File: src/rtl/ising_logic_pkg.sv
// -----------------------------------------------------------------------------
// ising_logic_pkg
// Shared configuration for the Ising core logic. It carries the J-memory
// geometry (IsingLogicCfg), the narrow AXI data width, the derived line-packer
// constants, and the line-packer FSM state type.
// -----------------------------------------------------------------------------
package ising_logic_pkg;

    // Width of the narrow AXI data path that feeds each core's J window.
    localparam int unsigned LagdAxiDataWidth = 64;

    typedef struct packed {
        int unsigned JmemDataBitwidth;
        int unsigned JmemAddrBitwidth;
    } ising_logic_cfg_t;

    localparam ising_logic_cfg_t IsingLogicCfg = '{
        JmemDataBitwidth: 256,
        JmemAddrBitwidth: 10
    };

    // Bytes in one J SRAM line, and the number of narrow words in that line.
    localparam int unsigned IcJmemLineBytes    = IsingLogicCfg.JmemDataBitwidth / 8;
    localparam int unsigned IcJmemSlotsPerLine = IsingLogicCfg.JmemDataBitwidth / LagdAxiDataWidth;

    typedef enum logic [0:0] {
        IDLE  = 1'b0,
        FLUSH = 1'b1
    } jmem_pack_state_e;

endpackage

File: src/rtl/ic_jmem_line_packer_slot_merge.sv
// -----------------------------------------------------------------------------
// ic_slot_merge
// Combinational helper. It places one narrow byte-enabled write into its slot
// of the wide line buffer and ORs the enables into the line byte mask.
//   buf_i / mask_i   : current line buffer and byte mask
//   slot_i           : narrow slot within the line
//   wdata_i / be_i   : narrow write data and byte enables
//   buf_o / mask_o   : merged line buffer and byte mask
// -----------------------------------------------------------------------------
module ic_slot_merge #(
    parameter int unsigned NarrowDw = 64,
    parameter int unsigned WideDw   = 256,
    parameter int unsigned SlotAw   = 2
) (
    input  logic [WideDw-1:0]     buf_i,
    input  logic [WideDw/8-1:0]   mask_i,
    input  logic [SlotAw-1:0]     slot_i,
    input  logic [NarrowDw-1:0]   wdata_i,
    input  logic [NarrowDw/8-1:0] be_i,
    output logic [WideDw-1:0]     buf_o,
    output logic [WideDw/8-1:0]   mask_o
);

    localparam int unsigned NarrowBytes = NarrowDw / 8;
    localparam int unsigned WideBytes   = WideDw / 8;

    logic [WideBytes-1:0] be_wide;

    // NOTE: every output gets a default at the top of the block so that no
    // path leaves it unassigned; otherwise synthesis infers a latch.
    always_comb begin
        buf_o   = buf_i;
        be_wide = '0;
        be_wide[NarrowBytes-1:0] = be_i;
        for (int b = 0; b < int'(NarrowBytes); b++) begin
            if (be_i[b]) begin
                buf_o[(int'(slot_i) * int'(NarrowBytes) + b) * 8 +: 8] = wdata_i[b*8 +: 8];
            end
        end
        mask_o = mask_i | (be_wide << (int'(slot_i) * int'(NarrowBytes)));
    end

endmodule

File: src/rtl/ic_jmem_line_packer.sv
// -----------------------------------------------------------------------------
// ic_jmem_line_packer
// Bridges a core's narrow J-memory port to its wide single-port J SRAM. Narrow
// writes to one line are merged into a line buffer. The buffer is written back
// in one wide access when the line is full, when a conflicting access arrives,
// or on flush_i. Narrow reads go to the SRAM after the buffer is clean, and the
// addressed slot is selected from the returned line.
//   clk_i, rst_i      : clock, asynchronous active-high reset
//   req_i/gnt_o       : narrow request / same-cycle grant
//   addr_i, we_i      : byte address in the J window, write select
//   wdata_i, be_i     : narrow write data and byte enables
//   rvalid_o, rdata_o : one response per grant, one cycle later
//   flush_i, idle_o   : write-back request / clean-and-idle status
//   sram_*            : wide SRAM port (read data valid 1 cycle after request)
// -----------------------------------------------------------------------------
module ic_jmem_line_packer
    import ising_logic_pkg::*;
#(
    parameter int unsigned NarrowDw = LagdAxiDataWidth,
    parameter int unsigned WideDw   = IsingLogicCfg.JmemDataBitwidth,
    parameter int unsigned WideAw   = IsingLogicCfg.JmemAddrBitwidth,
    localparam int unsigned LocalAw = WideAw + $clog2(WideDw / 8)
) (
    input  logic                  clk_i,
    input  logic                  rst_i,
    input  logic                  req_i,
    output logic                  gnt_o,
    input  logic [LocalAw-1:0]    addr_i,
    input  logic                  we_i,
    input  logic [NarrowDw-1:0]   wdata_i,
    input  logic [NarrowDw/8-1:0] be_i,
    output logic                  rvalid_o,
    output logic [NarrowDw-1:0]   rdata_o,
    input  logic                  flush_i,
    output logic                  idle_o,
    output logic                  sram_req_o,
    output logic                  sram_we_o,
    output logic [WideAw-1:0]     sram_addr_o,
    output logic [WideDw-1:0]     sram_wdata_o,
    output logic [WideDw/8-1:0]   sram_be_o,
    input  logic [WideDw-1:0]     sram_rdata_i
);

    localparam int unsigned NbAw   = $clog2(NarrowDw / 8);
    localparam int unsigned SlotAw = $clog2(WideDw / NarrowDw);

    jmem_pack_state_e      state_q, state_d;
    logic [WideDw-1:0]     buf_q, buf_d;
    logic [WideDw/8-1:0]   mask_q, mask_d;
    logic [WideAw-1:0]     tag_q, tag_d;
    logic                  rd_pend_q, rd_pend_d;
    logic [SlotAw-1:0]     slot_q, slot_d;
    logic                  rvalid_q, rvalid_d;

    logic [WideAw-1:0]     req_line;
    logic [SlotAw-1:0]     req_slot;
    logic                  dirty;
    logic [WideDw-1:0]     merged_buf;
    logic [WideDw/8-1:0]   merged_mask;
    logic                  unused_addr_bits;

    assign req_line = addr_i[LocalAw-1 -: WideAw];
    assign req_slot = addr_i[NbAw +: SlotAw];
    assign dirty    = |mask_q;
    // Byte offset within a narrow word is carried by be_i, not the address.
    assign unused_addr_bits = ^addr_i[NbAw-1:0];

    ic_slot_merge #(
        .NarrowDw (NarrowDw),
        .WideDw   (WideDw),
        .SlotAw   (SlotAw)
    ) u_slot_merge (
        .buf_i   (buf_q),
        .mask_i  (mask_q),
        .slot_i  (req_slot),
        .wdata_i (wdata_i),
        .be_i    (be_i),
        .buf_o   (merged_buf),
        .mask_o  (merged_mask)
    );

    always_comb begin
        state_d      = state_q;
        buf_d        = buf_q;
        mask_d       = mask_q;
        tag_d        = tag_q;
        rd_pend_d    = 1'b0;
        slot_d       = slot_q;
        gnt_o        = 1'b0;
        sram_req_o   = 1'b0;
        sram_we_o    = 1'b0;
        sram_addr_o  = '0;
        sram_wdata_o = '0;
        sram_be_o    = '0;

        unique case (state_q)
            FLUSH: begin
                sram_req_o   = 1'b1;
                sram_we_o    = 1'b1;
                sram_addr_o  = tag_q;
                sram_wdata_o = buf_q;
                sram_be_o    = mask_q;
                mask_d       = '0;
                state_d      = IDLE;
            end
            default: begin
                if (flush_i && dirty) begin
                    // An explicit flush wins over any pending request.
                    state_d = FLUSH;
                end else if (req_i) begin
                    if (we_i) begin
                        if (!dirty || tag_q == req_line) begin
                            gnt_o  = 1'b1;
                            buf_d  = merged_buf;
                            mask_d = merged_mask;
                            tag_d  = req_line;
                            if (&merged_mask) begin
                                state_d = FLUSH;
                            end
                        end else begin
                            state_d = FLUSH;
                        end
                    end else if (dirty) begin
                        // Reads never bypass the buffer: write it back first.
                        state_d = FLUSH;
                    end else begin
                        gnt_o       = 1'b1;
                        sram_req_o  = 1'b1;
                        sram_addr_o = req_line;
                        rd_pend_d   = 1'b1;
                        slot_d      = req_slot;
                    end
                end
            end
        endcase

        rvalid_d = gnt_o;
    end

    // NOTE: state is updated with non-blocking assignments so that every flop
    // samples the values from before the edge, whatever the statement order.
    // NOTE: the line buffer is reset along with its control bits; it is a
    // register, not an SRAM macro, and a defined reset value is expected.
    always_ff @(posedge clk_i or posedge rst_i) begin
        if (rst_i) begin
            state_q   <= IDLE;
            buf_q     <= '0;
            mask_q    <= '0;
            tag_q     <= '0;
            rd_pend_q <= 1'b0;
            slot_q    <= '0;
            rvalid_q  <= 1'b0;
        end else begin
            state_q   <= state_d;
            buf_q     <= buf_d;
            mask_q    <= mask_d;
            tag_q     <= tag_d;
            rd_pend_q <= rd_pend_d;
            slot_q    <= slot_d;
            rvalid_q  <= rvalid_d;
        end
    end

    // The SRAM returns data in the response cycle, so the slot select is made
    // here, combinationally, from the registered slot.
    assign rvalid_o = rvalid_q;
    assign rdata_o  = rd_pend_q ? sram_rdata_i[int'(slot_q) * int'(NarrowDw) +: NarrowDw] : '0;
    assign idle_o   = (state_q == IDLE) && !dirty;

endmodule

File: config.mk
export PLATFORM = sky130hd
export DESIGN_NAME = ic_jmem_line_packer
export DESIGN_NICKNAME = d
export VERILOG_FILES = /design/src/rtl/ising_logic_pkg.sv /design/src/rtl/ic_jmem_line_packer_slot_merge.sv /design/src/rtl/ic_jmem_line_packer.sv
export SDC_FILE = /design/constraint.sdc
export NUM_CORES = 1
export LEC_CHECK = 0
export ABC_CLOCK_PERIOD_IN_PS = 18400
export BUFFER_PORTS_ARGS = -buffer_cell sky130_fd_sc_hd__buf_2
export CAP_MARGIN = 30
export CORE_AREA = 2 2 281 283
export DETAILED_ROUTE_END_ITERATION = 16
export DIE_AREA = 0 0 283 285
export PLACE_DENSITY = 0.43
export SLEW_MARGIN = 5
export SYNTH_ARGS = -nofsm -noshare
export SYNTH_HDL_FRONTEND = slang
export SYNTH_SLANG_ARGS = --single-unit
File: constraint.sdc
create_clock -name clk_i -period 18.4 [get_ports clk_i]
set_input_delay 0.92 -clock clk_i [delete_from_list [all_inputs] [get_ports clk_i]]
set_output_delay 0.92 -clock clk_i [all_outputs]
set_load 0.1 [all_outputs]
==> results.tsv, run 1 <==
stage	metric	value	unit
run_status	status	finished, final reports clean	
placement	gp_congestion	0.982	
logic_synthesis	yosys-top-cells-area	dfrtp_1 (42%), mux2i_1 (14%), and2_1 (8.5%)	
logic_synthesis	synthTopCellsByCount	dfrtp_1 (303), inv_1 (271), nand2_1 (264)	
die	dieArea	0.0807	mm2
die	core	0.0780	mm2
sta	maxSlewViolCount	0	
grt	track_usage	0.212	
critical_path	crit_fanout	19	
sta	rsz0062_at_grt	false	
placement	port_buffers	711	
placement	dp_hpwl	68.2	mm
sta	setup_viol	0	
route	routed_wl	87.2	mm
grt	grt_pass1_wl	125	mm
critical_path	crit_type	in2out	
layout	layout-drive-gt1-share	0.373	
logic_synthesis	ys.flop_type	dfrtp_1	
logic_synthesis	syn_nets	2165	
route	routedWlPerCell	24.4	um
logic_synthesis	yosysWarnings	0	
hold_path	hp-class	in2async	
layout	area_delta_synth_final	34.1	%
sta	hold_violations	0	
clocking	clock_path_buffers	3	
sta	max_slew.worst_pin.slew	0.993	ns
sta	fin_crit	4.43	ns
critical_path	crit_arrival	3.51	ns
die	die_w	283	um
logic_synthesis	synth-seq-cells	303	
logic_synthesis	syn_inst	1810	
clocking	cts_root_buffer	clkbuf_16	
sta	slew-limit-headroom	0.338	
route	drc	0	
logic_synthesis	avgSynthCellArea	10.0	um2
route	ant_nets	0	
logic_synthesis	synth_async_sr_flop_share	1.00	
logic_synthesis	ys_seq_area_frac	0.417	
route	via_per_inst	4.50	
job	max_cap_violations	0	
route	first_pass_iters	5	
logic_synthesis	yosys.area.top_type	dfrtp_1	
sta	finalCritPeriodShare	0.241	
logic_synthesis	synth.top_cell.area_share	0.417	
logic_synthesis	synth_edf_count	0	
layout	fin_area	0.0244	mm2
die	die_h	285	um
clocking	clock_latency	0.56	ns
clocking	cts.htree.levels	2	
clocking	postCtsResizedCells	0	
die	ios	715	
grt	antenna_found_initial	50	
logic_synthesis	yosysUniqueCellTypes	47	
clocking	cts_tree	built	
clocking	cts.sinks	303	
clocking	cts_hold_buf	0	
clocking	cts_setup_buffers	0	
layout	final.fill_count	8338	
grt	overflow	0	
clocking	cts_buffers	40	
die	floorplan.rows	103	
logic_synthesis	synth.most_common_cell	dfrtp_1	
placement	place_area	0.0229	mm2
clocking	path_clk_slew	0.06	ns
route	drt_iter0_markers	723	
grt	grt_pass1_vias	17000	
critical_path	cp.required	17.48	ns
grt	grt_max_degree	105	
layout	final_nets	2830	
critical_path	start_kind	primary input	
sta	fmax	226	MHz
die	initial_utilization	0.233	
sta	layout_setup_ws	13.97	ns
placement	dpl_worst_slack	13.88	ns
critical_path	worstSetupEndpointType	output port	
sta	setup_tns	0	ns
route	via_count	16100	
sta	fin_skew	0.0317	ns
logic_synthesis	synth_area	0.0182	mm2
## state kept, by name, summed over array words and instances, names as in the netlist
register   flops
rd_pend_q      1
slot_q         2
state_q        1
mask_q        32
rvalid_o       1
tag_q         10
buf_q        256
## kinds of logic (layout without fill, tap and decap cells)
logic type / after synthesis / after routing / share of synthesized area
AND/OR/NAND/NOR: 655 / 655 / 0.174
buffers and inverters: 392 / 1089 / 0.0844
multiplexers: 332 / 332 / 0.228
flip-flops: 303 / 303 / 0.417
AO/OA/AOI/OAI: 111 / 111 / 0.0866
XOR/XNOR: 10 / 10 / 0.00482
adder cells (fa/ha/maj): 7 / 7 / 0.00482
other: 0 / 13 / 0
## stage by stage
step / hold slack [ns] / cells / utilization
6_report: 0.509 / 3570 / 0.312
5_1_grt: 0.534 / 3564 / 0.312
4_1_cts: 0.515 / 3552 / 0.311
3_5_place_dp: 0.504 / 3478 / 0.293
3_3_place_gp: 0.502 / 3471 / 0.292
2_1_floorplan: 0.486 / 1810 / -
## path summary, 6_finish.rpt
kind	from	end	slack (ns)	depth (start not counted)
worst max-delay path	addr_i[6]	gnt_o	13.97	9
worst min-delay path	rst_i	buf_q[98]	0.51	2
worst max register to register	state_q	tag_q[5]	14.43	6
worst min register to register	buf_q[31]	buf_q[31]	0.51	2
max in group asynchronous	rst_i	slot_q[0]	16.43	3
min in group clk_i	buf_q[31]	buf_q[31]	0.51	2
## worst max-delay path, cell delays in order
cell	delay [ns]
buf_2	0.12
xor2_1	0.15
nor4_1	0.58
nand3_4	0.10
buf_4	0.29
buf_12	0.26
o21ai_0	0.16
and3_1	0.34
buf_2	0.56
## layout make-up
type / instances / area [um2] / share of cell area
flip-flops and latches: 303 / 7590 / 0.312
clock inverters: 18 / 181 / 0.00745
inverters: 276 / 1050 / 0.0430
repair buffers: 739 / 3900 / 0.160
clock buffers: 56 / 1160 / 0.0477
diodes: 13 / 32.5 / 0.00134
multi-input cells: 1115 / 9130 / 0.375
well taps: 1050 / 1310 / 0.0539
## routing by layer
layer / GRT usage / vias to the layer above / part of all wire
met5: 0 / - / 0.00013
met4: 0.0660 / 2 / 0.037
met3: 0.0530 / 162 / 0.068
met2: 0.400 / 585 / 0.53
met1: 0.230 / 8063 / 0.37
li1: - / 7268 / -
## layout by cell type (no fill, tap or decap), drive strengths merged, types with 5 or more instances in the layout
master   count
clkinv      10
mux4        64
nand2      264
a2111oi     32
a32o        32
ha           7
and2       248
inv        279
nor2       112
clkbuf      56
a32oi        9
dfrtp      303
diode       13
buf        739
mux2i      256
a21o         5
a22o        12
mux2        12
nor4        10
xor2        10
Power of run 1 is left out: the tool's default activity adds up to more than one toggle a clock period on the data nets, which glitch-free logic cannot reach.
==> run 2: changes to the inputs <==
--- a/config.mk
+++ b/config.mk
@@ -5,13 +5,13 @@
 export SDC_FILE = /design/constraint.sdc
 export NUM_CORES = 1
 export LEC_CHECK = 0
-export ABC_CLOCK_PERIOD_IN_PS = 18400
+export ABC_CLOCK_PERIOD_IN_PS = 3900
 export BUFFER_PORTS_ARGS = -buffer_cell sky130_fd_sc_hd__buf_2
 export CAP_MARGIN = 30
-export CORE_AREA = 2 2 281 283
+export CORE_AREA = 2 2 282 284
 export DETAILED_ROUTE_END_ITERATION = 16
-export DIE_AREA = 0 0 283 285
-export PLACE_DENSITY = 0.43
+export DIE_AREA = 0 0 284 286
+export PLACE_DENSITY = 0.45
 export SLEW_MARGIN = 5
 export SYNTH_ARGS = -nofsm -noshare
 export SYNTH_HDL_FRONTEND = slang
==> constraint.sdc (replaced) <==
create_clock -name clk_i -period 3.9 [get_ports clk_i]
set_input_delay 0.195 -clock clk_i [delete_from_list [all_inputs] [get_ports clk_i]]
set_output_delay 0.195 -clock clk_i [all_outputs]
set_load 0.1 [all_outputs]
==> run 2 against run 1 <==
  * Count of clock-buffer cells in the layout down 1
  * Critical path depth down 2
  * Cell area increased by 3.2%
  * Sequential cell count did not move
  * Worst hold slack worse by 0.44 ns
  * Global-route usage increased by 0.12 points
  * Final cell count grew 2.4%
  * Non-clock buffer count rose by 87
  * Sequential share of layout area down 0.96 points
==> results.tsv, run 2 (synthesis results as in run 1) <==
stage	metric	value	unit
critical_path	crit_type	reg2out	
critical_path	cp.required	3.70	ns
die	die_w	284	um
sta	fmax	285	MHz
grt	grt_pass1_wl	126	mm
sta	setup_viol	0	
layout	final_common_cell	buf_2	
route	drt_iter0_markers	913	
sta	slew-limit-headroom	0.381	
clocking	cts_buffers	38	
sta	hold_violations	0	
grt	grt_max_degree	104	
clocking	clock_path_buffers	3	
clocking	cts_setup_buffers	0	
clocking	cts_tree	built	
route	drc	0	
layout	fin_area	0.0251	mm2
hold_path	min_from	be_i[7]	
critical_path	worstSetupEndpointType	output port	
route	via_count	16400	
job	max_cap_violations	0	
route	ant_nets	0	
layout	multi_input_area	0.00912	mm2
critical_path	r2r_setup_slack	0.77	ns
critical_path	cp_num_cells	7	
die	core	0.0784	mm2
die	ios	715	
placement	gp_congestion	1.01	
clocking	cts_root_buffer	clkbuf_16	
layout	mostFrequentLayoutCells	buf_2 (711), dfrtp_1 (299), inv_1 (270), nand2_1 (264), mux2i_1 (256)	
layout	area_delta_synth_final	38.4	%
grt	overflow	0	
clocking	clock_latency	0.56	ns
hold_path	hold_end	mask_q[15]	
clocking	cts.htree.levels	2	
placement	dp_hpwl	70.5	mm
critical_path	slowest_stage	or2_4	
die	die_h	286	um
critical_path	worstRegToRegCells	6	
layout	biggestRegsByFlops	buf_q (256), mask_q (32), tag_q (10)	
sta	rsz0062_at_grt	false	
grt	grt_pass1_vias	17200	
placement	place_area	0.0230	mm2
route	routed_wl	89.0	mm
grt	track_usage	0.213	
layout	seq_area	0.00759	mm2
layout	final.fill_count	8395	
placement	port_buffers	711	
sta	fin_skew	0.0314	ns
sta	maxSlewViolCount	0	
sta	finalCritPeriodShare	0.899	
critical_path	start_kind	register	
critical_path	crit_arrival	3.31	ns
run_status	status	finished, final reports clean	
route	routedWlPerCell	24.3	um
hold_path	whs_path_depth	2	
layout	layout-drive-gt1-share	0.363	
hold_path	hp-class	in2reg	
die	floorplan.rows	103	
layout	largest_reg_flops	256	
route	via_per_inst	4.48	
route	first_pass_iters	5	
die	initial_utilization	0.232	
layout	final_nets	2915	
layout	largest-register	buf_q	
clocking	path_clk_slew	0.06	ns
sta	max_slew.worst_pin.slew	0.928	ns
clocking	cts.sinks	303	
critical_path	cp_top_family	simple AND/OR/NAND/NOR gates	
critical_path	cp.buffers_inverters	2	
critical_path	path_cells	nor4_1 -> nand4_1 -> or2_4 -> nor4b_2 -> buf_4 -> a22o_1 -> buf_2	
sta	setup_tns	0	ns
critical_path	r2r_start	mask_q[25]	
critical_path	r2r_end	buf_q[188]	
critical_path	crit_fanout	27	
grt	antenna_found_initial	65	
sta	fin_crit	3.51	ns
die	dieArea	0.0812	mm2
critical_path	slowest_delay	0.53	ns
run 2: cell types whose count changed in the layout (fill, tap and decap cells not counted), moves of 4 or more:
cell / change
buf_12: +4
buf_16: -4
buf_4: +17
buf_6: -5
clkinv_2: -7
diode_2: +7
dlygate4sd3_1: +75
run 2: area by class of cell:
type | count | share of cell area
diodes | 20 | 0.00199
clock buffers | 55 | 0.0448
clock inverters | 12 | 0.00791
inverters | 276 | 0.0416
multi-input cells | 1115 | 0.363
flip-flops and latches | 303 | 0.302
well taps | 1050 | 0.0523
repair buffers | 826 | 0.187
run 2: per-layer routing:
metal	GRT usage	wire (um)	share of wire
met2	0.404	47100	0.53
met5	0	73	0.00082
met1	0.230	32500	0.37
met3	0.0503	5440	0.061
met4	0.0730	3890	0.044
run 2: through the flow:
step	hold slack, ns	setup slack, ns	util	instances
after floorplan	0.332	-0.324	-	1810
after global placement	0.214	0.854	0.293	3494
after detailed placement	0.214	0.761	0.294	3495
after CTS	0.0407	0.319	0.320	3637
after global routing	0.0594	0.162	0.321	3649
final	0.0716	0.392	0.321	3657
run 2: timing repair:
item / CTS / global route
hold endpoints to repair: 276 / 0
hold buffers: 75 / 0
resized for setup: 0 / 0
endpoints found under the setup margin: 0 / 0
run 2: worst max path at each step:
stage | startpoint | endpoint | slack, ns
final | mask_q[25] | sram_addr_o[0] | 0.39
after global routing | mask_q[25] | sram_addr_o[3] | 0.16
after CTS | mask_q[20] | sram_addr_o[0] | 0.32
after detailed placement | mask_q[20] | buf_q[106] | 0.76
after global placement | mask_q[29] | buf_q[104] | 0.85
after floorplan | rst_i | buf_q[0] | -0.32
Power of run 2 is left out for the same reason.
==> run 3: changes to the inputs <==
--- a/config.mk
+++ b/config.mk
@@ -11,7 +11,7 @@
 export CORE_AREA = 2 2 282 284
 export DETAILED_ROUTE_END_ITERATION = 16
 export DIE_AREA = 0 0 284 286
-export PLACE_DENSITY = 0.45
+export PLACE_DENSITY = 0.57
 export SLEW_MARGIN = 5
 export SYNTH_ARGS = -nofsm -noshare
 export SYNTH_HDL_FRONTEND = slang
==> run 3 against run 2 <==
  * Routed wire length rose by 2.0%
  * Core utilization rose by 0.29 points
  * First-iteration DRC count rose by 0.11%
  * Final cell count rose by 0.98%
  * Worst hold slack improved by 0.0023 ns
  * Critical path depth did not move
  * Clock skew fell by 0.011 ns
  * Register-to-register slack improved by 0.20 ns
  * Die area did not move
  * Largest cell class unchanged
  * Sequential cell count did not move
  * Via count rose by 0.84%
  * Count of clock-buffer cells in the layout rose by 1
==> results.tsv, run 3 (synthesis results as in run 1) <==
stage	metric	value	unit
route	drc	0	
die	ios	715	
clocking	clock_latency	0.57	ns
critical_path	path_cells	nor4_1 -> nand4_1 -> or2_4 -> nor4b_2 -> buf_4 -> a22o_1 -> buf_2	
critical_path	cp.buffers_inverters	2	
critical_path	crit_fanout	18	
grt	grt_max_degree	93	
clocking	cts_buffers	39	
layout	final.fill_count	8291	
clocking	cts.htree.levels	2	
clocking	cts.sinks	303	
sta	rsz0062_at_grt	false	
placement	place_area	0.0232	mm2
critical_path	start_kind	register	
clocking	cts_tree	built	
critical_path	r2r_setup_slack	0.97	ns
critical_path	slowest_delay	0.45	ns
placement	port_buffers	711	
sta	fin_skew	0.0200	ns
route	via_per_inst	4.48	
grt	grt_pass1_vias	16600	
clocking	postCtsResizedCells	0	
critical_path	cp.required	3.70	ns
route	ant_nets	0	
grt	track_usage	0.216	
layout	final_nets	2936	
clocking	cts_root_buffer	clkbuf_16	
critical_path	crit_type	reg2out	
die	dieArea	0.0812	mm2
die	initial_utilization	0.232	
layout	final_common_cell	buf_2	
job	max_cap_violations	0	
clocking	path_clk_slew	0.06	ns
sta	slew-limit-headroom	0.410	
grt	grt_pass1_wl	125	mm
sta	setup_tns	0	ns
hold_path	min_from	be_i[0]	
placement	gp_congestion	0.994	
layout	biggestRegsByFlops	buf_q (256), mask_q (32), tag_q (10)	
sta	hold_violations	0	
critical_path	worstSetupEndpointType	output port	
sta	finalCritPeriodShare	0.888	
route	drt_iter0_markers	914	
hold_path	hold_end	mask_q[16]	
critical_path	cp_num_cells	7	
route	first_pass_iters	5	
sta	fin_crit	3.46	ns
clocking	clock_path_buffers	3	
die	die_h	286	um
sta	max_slew.worst_pin.slew	0.885	ns
layout	largest_reg_flops	256	
sta	setup_viol	0	
critical_path	r2r_end	buf_q[205]	
placement	dp_hpwl	70.9	mm
clocking	cts_hold_buf	75	
route	via_count	16500	
critical_path	crit_arrival	3.27	ns
layout	fin_area	0.0254	mm2
layout	layout-drive-gt1-share	0.370	
grt	antenna_found_initial	75	
layout	mostFrequentLayoutCells	buf_2 (710), dfrtp_1 (299), inv_1 (270), nand2_1 (264), mux2i_1 (256)	
grt	overflow	0	
layout	area_delta_synth_final	39.6	%
clocking	cts_setup_buffers	0	
critical_path	cp_top_family	simple AND/OR/NAND/NOR gates	
critical_path	worstRegToRegCells	6	
run_status	status	finished, final reports clean	
die	floorplan.rows	103	
critical_path	startpoint	mask_q[5]	
sta	maxSlewViolCount	0	
route	routed_wl	90.8	mm
hold_path	hp-class	in2reg	
die	core	0.0784	mm2
critical_path	r2r_start	tag_q[1]	
sta	fmax	289	MHz
critical_path	slowest_stage	dfrtp_1	
route	routedWlPerCell	24.6	um
die	die_w	284	um
hold_path	whs_path_depth	2	
layout	largest-register	buf_q	
[run 3: changes by cell type in the layout (fill, tap and decap cells not counted), sizes merged]
| cell | change |
|---|---|
| buf | +20 |
| inv | +2 |
| clkinv | +2 |
| diode | +12 |
| clkbuf | +1 |
| bufinv | -1 |
[run 3: final cells by class]
class,instances,area [um2],share of cell area
Multi-Input combinational cell,1115,9120,0.359
Antenna cell,32,80.1,0.00316
Clock buffer,56,1160,0.0458
Inverter,276,1040,0.0412
Tap cell,1050,1310,0.0518
Timing Repair Buffer,846,4840,0.191
Sequential cell,303,7590,0.299
Clock inverter,15,208,0.00819
[run 3: metal layers]
metal  vias to the layer above  GRT usage  share of wire
met3                       237     0.0515          0.064
met2                       704      0.403           0.52
met4                         8      0.117          0.065
li1                       7499          -              -
met5                         -          0        0.00063
met1                      8089      0.222           0.35
[run 3: per-stage QoR]
stage	worst slack, ns	std cells	util	hold WS (ns)
after global placement	1.02	3513	0.295	0.460
final	0.438	3693	0.324	0.0739
after floorplan	-0.324	1810	-	0.332
after global routing	0.241	3688	0.324	0.0613
after CTS	0.410	3661	0.323	0.0395
after detailed placement	0.970	3515	0.296	0.204
[run 3: worst max-delay path by stage]
stage | slack, ns | end
after floorplan | -0.32 | buf_q[0]
after detailed placement | 0.97 | buf_q[211]
after CTS | 0.41 | sram_addr_o[9]
final | 0.44 | sram_addr_o[9]
after global routing | 0.24 | sram_addr_o[9]
after global placement | 1.02 | buf_q[215]
[run 3: worst register-to-register path, cell delays in order, from the launching register on]
cell and delay, ns:
dfrtp_1 0.40, xor2_1 0.15, nor4_1 0.55, nand3_4 0.26, buf_4 0.32, a2111oi_4 0.87, mux2i_1 0.29
Power of run 3 is left out for the same reason.
